==> src/rtl/turn_signal_conditioner.sv <==
// Conditions the raw turn-signal buttons into one-deep pending requests for the
// blinking-lights FSM, arbitrating left/right so both sides never start together.
module turn_signal_conditioner #(
  parameter int DEBOUNCE_CYCLES = 4
) (
  input  logic       clk,
  input  logic       reset,
  input  logic       btnLeft,
  input  logic       btnRight,
  input  logic [2:0] stateL,
  input  logic [2:0] stateR,
  output logic       eLeft,
  output logic       eRight,
  output logic       cleanL,
  output logic       cleanR
);

  localparam int CW = $clog2(DEBOUNCE_CYCLES + 1);
  localparam logic [CW-1:0] CNT_LAST = CW'(DEBOUNCE_CYCLES - 1);

  // Bit 0 of every per-channel vector is the left channel, bit 1 the right.
  logic [1:0]    raw;
  logic [1:0]    s1;
  logic [1:0]    s2;
  logic [1:0]    clean;
  logic [1:0]    clean_d;
  logic [1:0]    press;
  logic [1:0]    pend;
  logic [1:0]    acc;
  logic [CW-1:0] cnt [2];
  logic          prioL;
  logic          accL;
  logic          accR;

  assign raw   = {btnRight, btnLeft};
  assign press = clean & ~clean_d;

  assign eLeft  = pend[0] & (~pend[1] | prioL);
  assign eRight = pend[1] & (~pend[0] | ~prioL);

  // A side may start only when its own lights are dark and the other side is not lit.
  assign accL = eLeft  & (stateL == 3'b000) & ~stateR[0];
  assign accR = eRight & (stateR == 3'b000) & ~stateL[0];
  assign acc  = {accR, accL};

  assign cleanL = clean[0];
  assign cleanR = clean[1];

  always_ff @(posedge clk or posedge reset) begin
    if (reset) begin
      s1      <= '0;
      s2      <= '0;
      clean   <= '0;
      clean_d <= '0;
      pend    <= '0;
      cnt[0]  <= '0;
      cnt[1]  <= '0;
      prioL   <= 1'b1;
    end else begin
      s1      <= raw;
      s2      <= s1;
      clean_d <= clean;
      // A press arriving in the acceptance cycle re-arms the request.
      pend    <= press | (pend & ~acc);
      if (accL) begin
        prioL <= 1'b0;
      end else if (accR) begin
        prioL <= 1'b1;
      end
      for (int i = 0; i < 2; i++) begin
        if (s2[i] == clean[i]) begin
          cnt[i] <= '0;
        end else if (cnt[i] == CNT_LAST) begin
          clean[i] <= s2[i];
          cnt[i]   <= '0;
        end else begin
          cnt[i] <= cnt[i] + 1'b1;
        end
      end
    end
  end

endmodule

==> config.mk <==
export PLATFORM = sky130hd
export DESIGN_NAME = turn_signal_conditioner
export DESIGN_NICKNAME = d
export VERILOG_FILES = /design/src/rtl/turn_signal_conditioner.sv
export SDC_FILE = /design/constraint.sdc
export NUM_CORES = 1
export LEC_CHECK = 0
export CORE_MARGIN = 3
export CORE_UTILIZATION = 42
export CTS_CLUSTER_DIAMETER = 120
export DETAILED_ROUTE_END_ITERATION = 16
export GPL_TIMING_DRIVEN = 0
export PLACE_DENSITY = 0.71
export SLEW_MARGIN = 20
export SYNTH_ARGS = -nofsm -noshare
export SYNTH_HDL_FRONTEND = slang
export SYNTH_SLANG_ARGS = --single-unit
==> constraint.sdc <==
create_clock -name clk -period 0.9 [get_ports clk]
set_input_delay 0.18 -clock clk [delete_from_list [all_inputs] [get_ports clk]]
set_output_delay 0.18 -clock clk [all_outputs]
set_load 0.03 [all_outputs]
Word level (Yosys, flattened, before mapping)
Cells that the tools add are included.
{ "op_classes": {"n_addsub": 2, "multipliers": 0, "div_mod_pow": 0, "magnitude_cmp": 0, "n_eq_ne": 4, "n_shift": 0, "muxes": 6, "n_bitwise": 20, "reduce_logical": 5} }
{ "ops": {"columns": ["cell", "n"], "rows": [
  ["$mux 3", 4],
  ["$not 1->1", 7],
  ["$add 3x1->3 const B", 2],
  ["$and 1x1->1", 6],
  ["$eq 3x2->1 const B", 2],
  ["$logic_not 3->1", 2],
  ["$and 2x2->2", 2],
  ["$not 2->2", 2],
  ["$reduce_and 2->1", 2],
  ["$eq 1x1->1", 2],
  ["$mux 1", 2],
  ["$or 1x1->1", 2],
  ["$or 2x2->2", 1],
  ["$reduce_bool 2->1", 1]
]} }
{ "word_totals": {"ff_bits": 17, "latch_bits": 0, "mem_bits_rw": 0, "mem_bits_ro": 0, "input_bits": 10, "out_inout_bits": 4, "wordCells": 46, "n_memories": 0} }

Depth between registers and ports, before layout
{ "logic_depth": {"depth_word": 8, "mapped_depth": 4, "depth_no_buf": 4} }

Worst setup path before layout
OpenSTA, ideal clock, no wires.
{ "synth_timing": {"path_type": "register -> output", "startpoint": "register prioL", "endpoint": "output port eLeft", "t_arrival_ns": 1.007, "setup_slack_ns": -0.287, "path_stages_with_launch": 3, "n_path_buf": 0, "cell_sequence": "dfstp_2 > nor2b_1 > nor2b_1"} }
{ "synth_via": {"elab_chain_cells": 2} }
{ "synth_rtl": {"columns": ["element", "line", "source"], "rows": [
  ["from (decl)", "31", "logic prioL;"],
  ["from (signal assigned)", "58", "prioL <= 1'b1;"],
  ["from (signal assigned)", "66", "prioL <= 1'b0;"],
  ["from (signal assigned)", "68", "prioL <= 1'b1;"],
  ["$or 1x1->1", "38", "assign eLeft = pend[0] & (~pend[1] | prioL);"],
  ["$and 1x1->1", "38", null],
  ["to (decl)", "12", "output logic eLeft,"]
]} }
Every way passes these cells.

Worst setup path in the final report
{ "layout_timing": {"startpoint": "register prioL", "endpoint": "output port eRight"} }
{ "layout_via": {"elab_chain_cells": 3} }
{ "layout_rtl": {"columns": ["element", "line", "source"], "rows": [
  ["$not 1->1", "39", "assign eRight = pend[1] & (~pend[0] | ~prioL);"],
  ["$or 1x1->1", "39", null],
  ["$and 1x1->1", "39", null],
  ["to (decl)", "13", "output logic eRight,"]
]} }
Every way passes these cells.

==> metrics <==
I/O pin cnt=14; buffering stage count on the worst path with inverters included=1; dominant cell type by area after synthesis=sky130_fd_sc_hd__dfrtp_1; post-route ant nets=0; Min-Delay Path Class=in -> reg; unrepaired setup endpoints after global routing=true; most frequent cells after synthesis=sky130_fd_sc_hd__dfrtp_1 (16), sky130_fd_sc_hd__o21ai_0 (5), sky130_fd_sc_hd__inv_1 (4), sky130_fd_sc_hd__nor2b_1 (4), sky130_fd_sc_hd__nor3b_1 (4); critical path endpoint category=output port; number of max-slew violations in the final report=0; Seq cells post-synth=17; Antenna diodes=0; WP data required=0.72 ns; Primary FF master, synth=sky130_fd_sc_hd__dfrtp_1; vias after detailed routing=444; most area-consuming cells after synthesis=sky130_fd_sc_hd__dfrtp_1 (63%), sky130_fd_sc_hd__nor3b_1 (4.7%), sky130_fd_sc_hd__dfstp_2 (4.1%), sky130_fd_sc_hd__ha_1 (3.9%), sky130_fd_sc_hd__nor2b_1 (3.9%); leakage power total=0.000489 µW; WL per Instance=13.2 µm; power density over cell area=3190 nW/µm²; launching point of the worst reg2reg path=cnt[3]; cell area after layout=1010 µm²; ratio of cells with drive above 1 in the final layout=0.493; endpoints failing hold=0; Maximum Capacitance Violations=0; critical path startpoint=prioL; worst setup path endpoint=eRight; number of H-tree branching levels=1; endpoint of the lowest-slack register-to-register path=clean[0]; top-count cell post-synth=sky130_fd_sc_hd__dfrtp_1; Ys Warns=0; worst r2r path cells=4; post-synthesis net count=62; clock insertion delay at the later pin of the skew report=0.29 ns; leftover overflow at the end of global routing=0; fin crit share=1.50; Global Route Usage Sum=0.125; DR pass1 iterations=2; arrival time reported for the critical path endpoint=1.17 ns; path length in cells of the critical path=3; area fraction of the dominant cell type after synthesis=0.627; DRC violation total after the first TritonRoute iteration=2; post-place setup slack=-0.660 ns; filler cell count=90; Chip Width=45.0 µm; row count=13; violated checks=negative setup slack; maximum number of pins on one net before global-route repair=18; number of clock sinks=17; critical path start-end classification=reg -> out; Worst-path clk slew=0.10 ns; Total Wirelength=1160 µm; synth unique cells=17; final-report setup violation count=15; clock buffer count from CTS=3; number of buffers between clock root and the deepest sink=2; startpoint type of the worst setup path=flop; initial cell density of the core=0.467; area occupied by multi-input gates=313 µm²; Max Freq=0.740 GHz; mean number of vias per cell=5.05; Tightest Pin Transition=0.607 ns; worst hold slack=0.243 ns; area of the die=2020 µm²; number of instances in the synthesized netlist=50; slew margin rel.=0.595; number of antenna violations at the first check in global routing=0; Top delay family on crit path=flip-flops; result of the run=complete, but fails checks; Synth async-reset ratio=1.00; vias in the first global route=442; cell with the largest stage delay on the worst path=sky130_fd_sc_hd__dfstp_2; Final HPWL DP=768 µm; DRC=0; Reg2Reg Setup Slack=-0.11 ns; Core Footprint=1370 µm²; clock skew=0.00816 ns; register area=429 µm²; critical path, cell by cell=and2_4 -> nor2_4 -> buf_6; number of buffer cells added on primary ports=13; per-instance average area after synthesis=12.8 µm²; Placed Area=856 µm²; clock period minus final worst setup slack=1.35 ns; register area share after synthesis=0.669; fin nets=86; clock tree from TritonCTS=yes; library cell used as clock root buffer=sky130_fd_sc_hd__clkbuf_4; overall power after layout=3210 µW; number of flops mapped to enable cells by yosys=0; Max Fanout on Critical Path=4; hold bufs inserted after CTS=0; Final Wtd Congestion=0.719; Die Ht=45.0 µm; wire length of the first global-routing pass=1790 µm; CP peak stage delay=0.56 ns; Total Neg Setup Slack=-1.84 ns; netlist area before placement=638 µm²; area delta synth->final=57.6%; minimum setup slack in the final design=-0.452 ns; Max VDD drop=1.95 mV
## area by class of cell
type	instances	area share
Clock buffer	4	0.0261
Inverter	4	0.0149
Multi-Input combinational cell	29	0.311
Sequential cell	17	0.427
Tap cell	15	0.0187
Timing Repair Buffer	19	0.203
## layout by cell type, fill, tap and decap left out
cell type / Yosys / routed
sky130_fd_sc_hd__o21bai_2: 1 / 1
sky130_fd_sc_hd__o21ai_1: 1 / 4
sky130_fd_sc_hd__buf_4: 0 / 3
sky130_fd_sc_hd__clkbuf_1: 0 / 1
sky130_fd_sc_hd__dlymetal6s2s_1: 0 / 5
sky130_fd_sc_hd__nor2b_4: 0 / 3
sky130_fd_sc_hd__dfrtp_2: 0 / 2
sky130_fd_sc_hd__or4_4: 1 / 2
sky130_fd_sc_hd__clkdlybuf4s15_1: 0 / 1
sky130_fd_sc_hd__nor3b_2: 0 / 4
sky130_fd_sc_hd__o21a_1: 1 / 1
sky130_fd_sc_hd__buf_6: 0 / 7
sky130_fd_sc_hd__clkbuf_4: 0 / 3
sky130_fd_sc_hd__nand2_1: 3 / 3
sky130_fd_sc_hd__dfrtp_1: 16 / 14
sky130_fd_sc_hd__o21ai_2: 0 / 2
sky130_fd_sc_hd__nor2b_1: 4 / 1
sky130_fd_sc_hd__nor3_2: 0 / 2
sky130_fd_sc_hd__ha_2: 0 / 2
sky130_fd_sc_hd__nor2_4: 0 / 1
sky130_fd_sc_hd__and2_4: 0 / 1
sky130_fd_sc_hd__inv_1: 4 / 4
sky130_fd_sc_hd__xnor2_4: 0 / 2
sky130_fd_sc_hd__dfstp_2: 1 / 1
sky130_fd_sc_hd__clkdlybuf4s50_1: 0 / 3
## state kept, by name (all words and copies together) (netlist names)
signal,flops
s1,2
clean,2
prioL,1
pend,2
cnt,6
s2,2
clean_d,2
## kinds of logic after synthesis
family | Yosys count | synth area share
xor+xnor | 2 | 0.0275
fa+ha+maj | 2 | 0.0392
buf+inv | 4 | 0.0235
compound gates | 8 | 0.0765
flops | 17 | 0.669
simple gates | 17 | 0.165
## worst register-to-register path, delay by kind of cell (launching register included)
family,cells,cell delay (ns)
AND/OR/NAND/NOR,2,0.28
flip-flops,1,0.38
adder cells (fa/ha/maj),1,0.19
AO/OA/AOI/OAI,1,0.06
## report_power, final
part	switching (µW)	leakage (µW)	internal (µW)	total [µW]
clock network	230	0.0000150	172	402
registers	163	0.000204	1010	1180
logic	747	0.000271	883	1630
total	1140	0.000489	2070	3210
## worst min path at each step
stage	from	endpoint	slack, ns	cells after the start
after CTS	reset	s1[0]	0.27	2
after global placement	s1[1]	s2[1]	0.34	0
after detailed placement	s1[1]	s2[1]	0.34	0
after floorplan	reset	clean_d[0]	0.11	1
after global routing	stateL[1]	prioL	0.25	3
final	stateL[2]	pend[0]	0.24	4
## routing by layer
metal	global-route usage	share of wire	vias up
li1	-	-	215
met1	0.156	0.44	213
met2	0.203	0.49	13
met3	0.0239	0.058	3
met4	0.0702	0.018	0
met5	0	0	-
## metrics by stage
stage / utilization / instances
after floorplan: - / 50
after global placement: 0.626 / 78
after detailed placement: 0.626 / 78
after CTS: 0.683 / 85
after global routing: 0.736 / 88
final: 0.736 / 88
## timing repair
action,CTS,global route
setup endpoints to repair,13,15
gates resized for setup,35,14
pin swaps,4,6
cloned,0,0
buffers inserted,3,3
(Power assumes the default switching activity.)
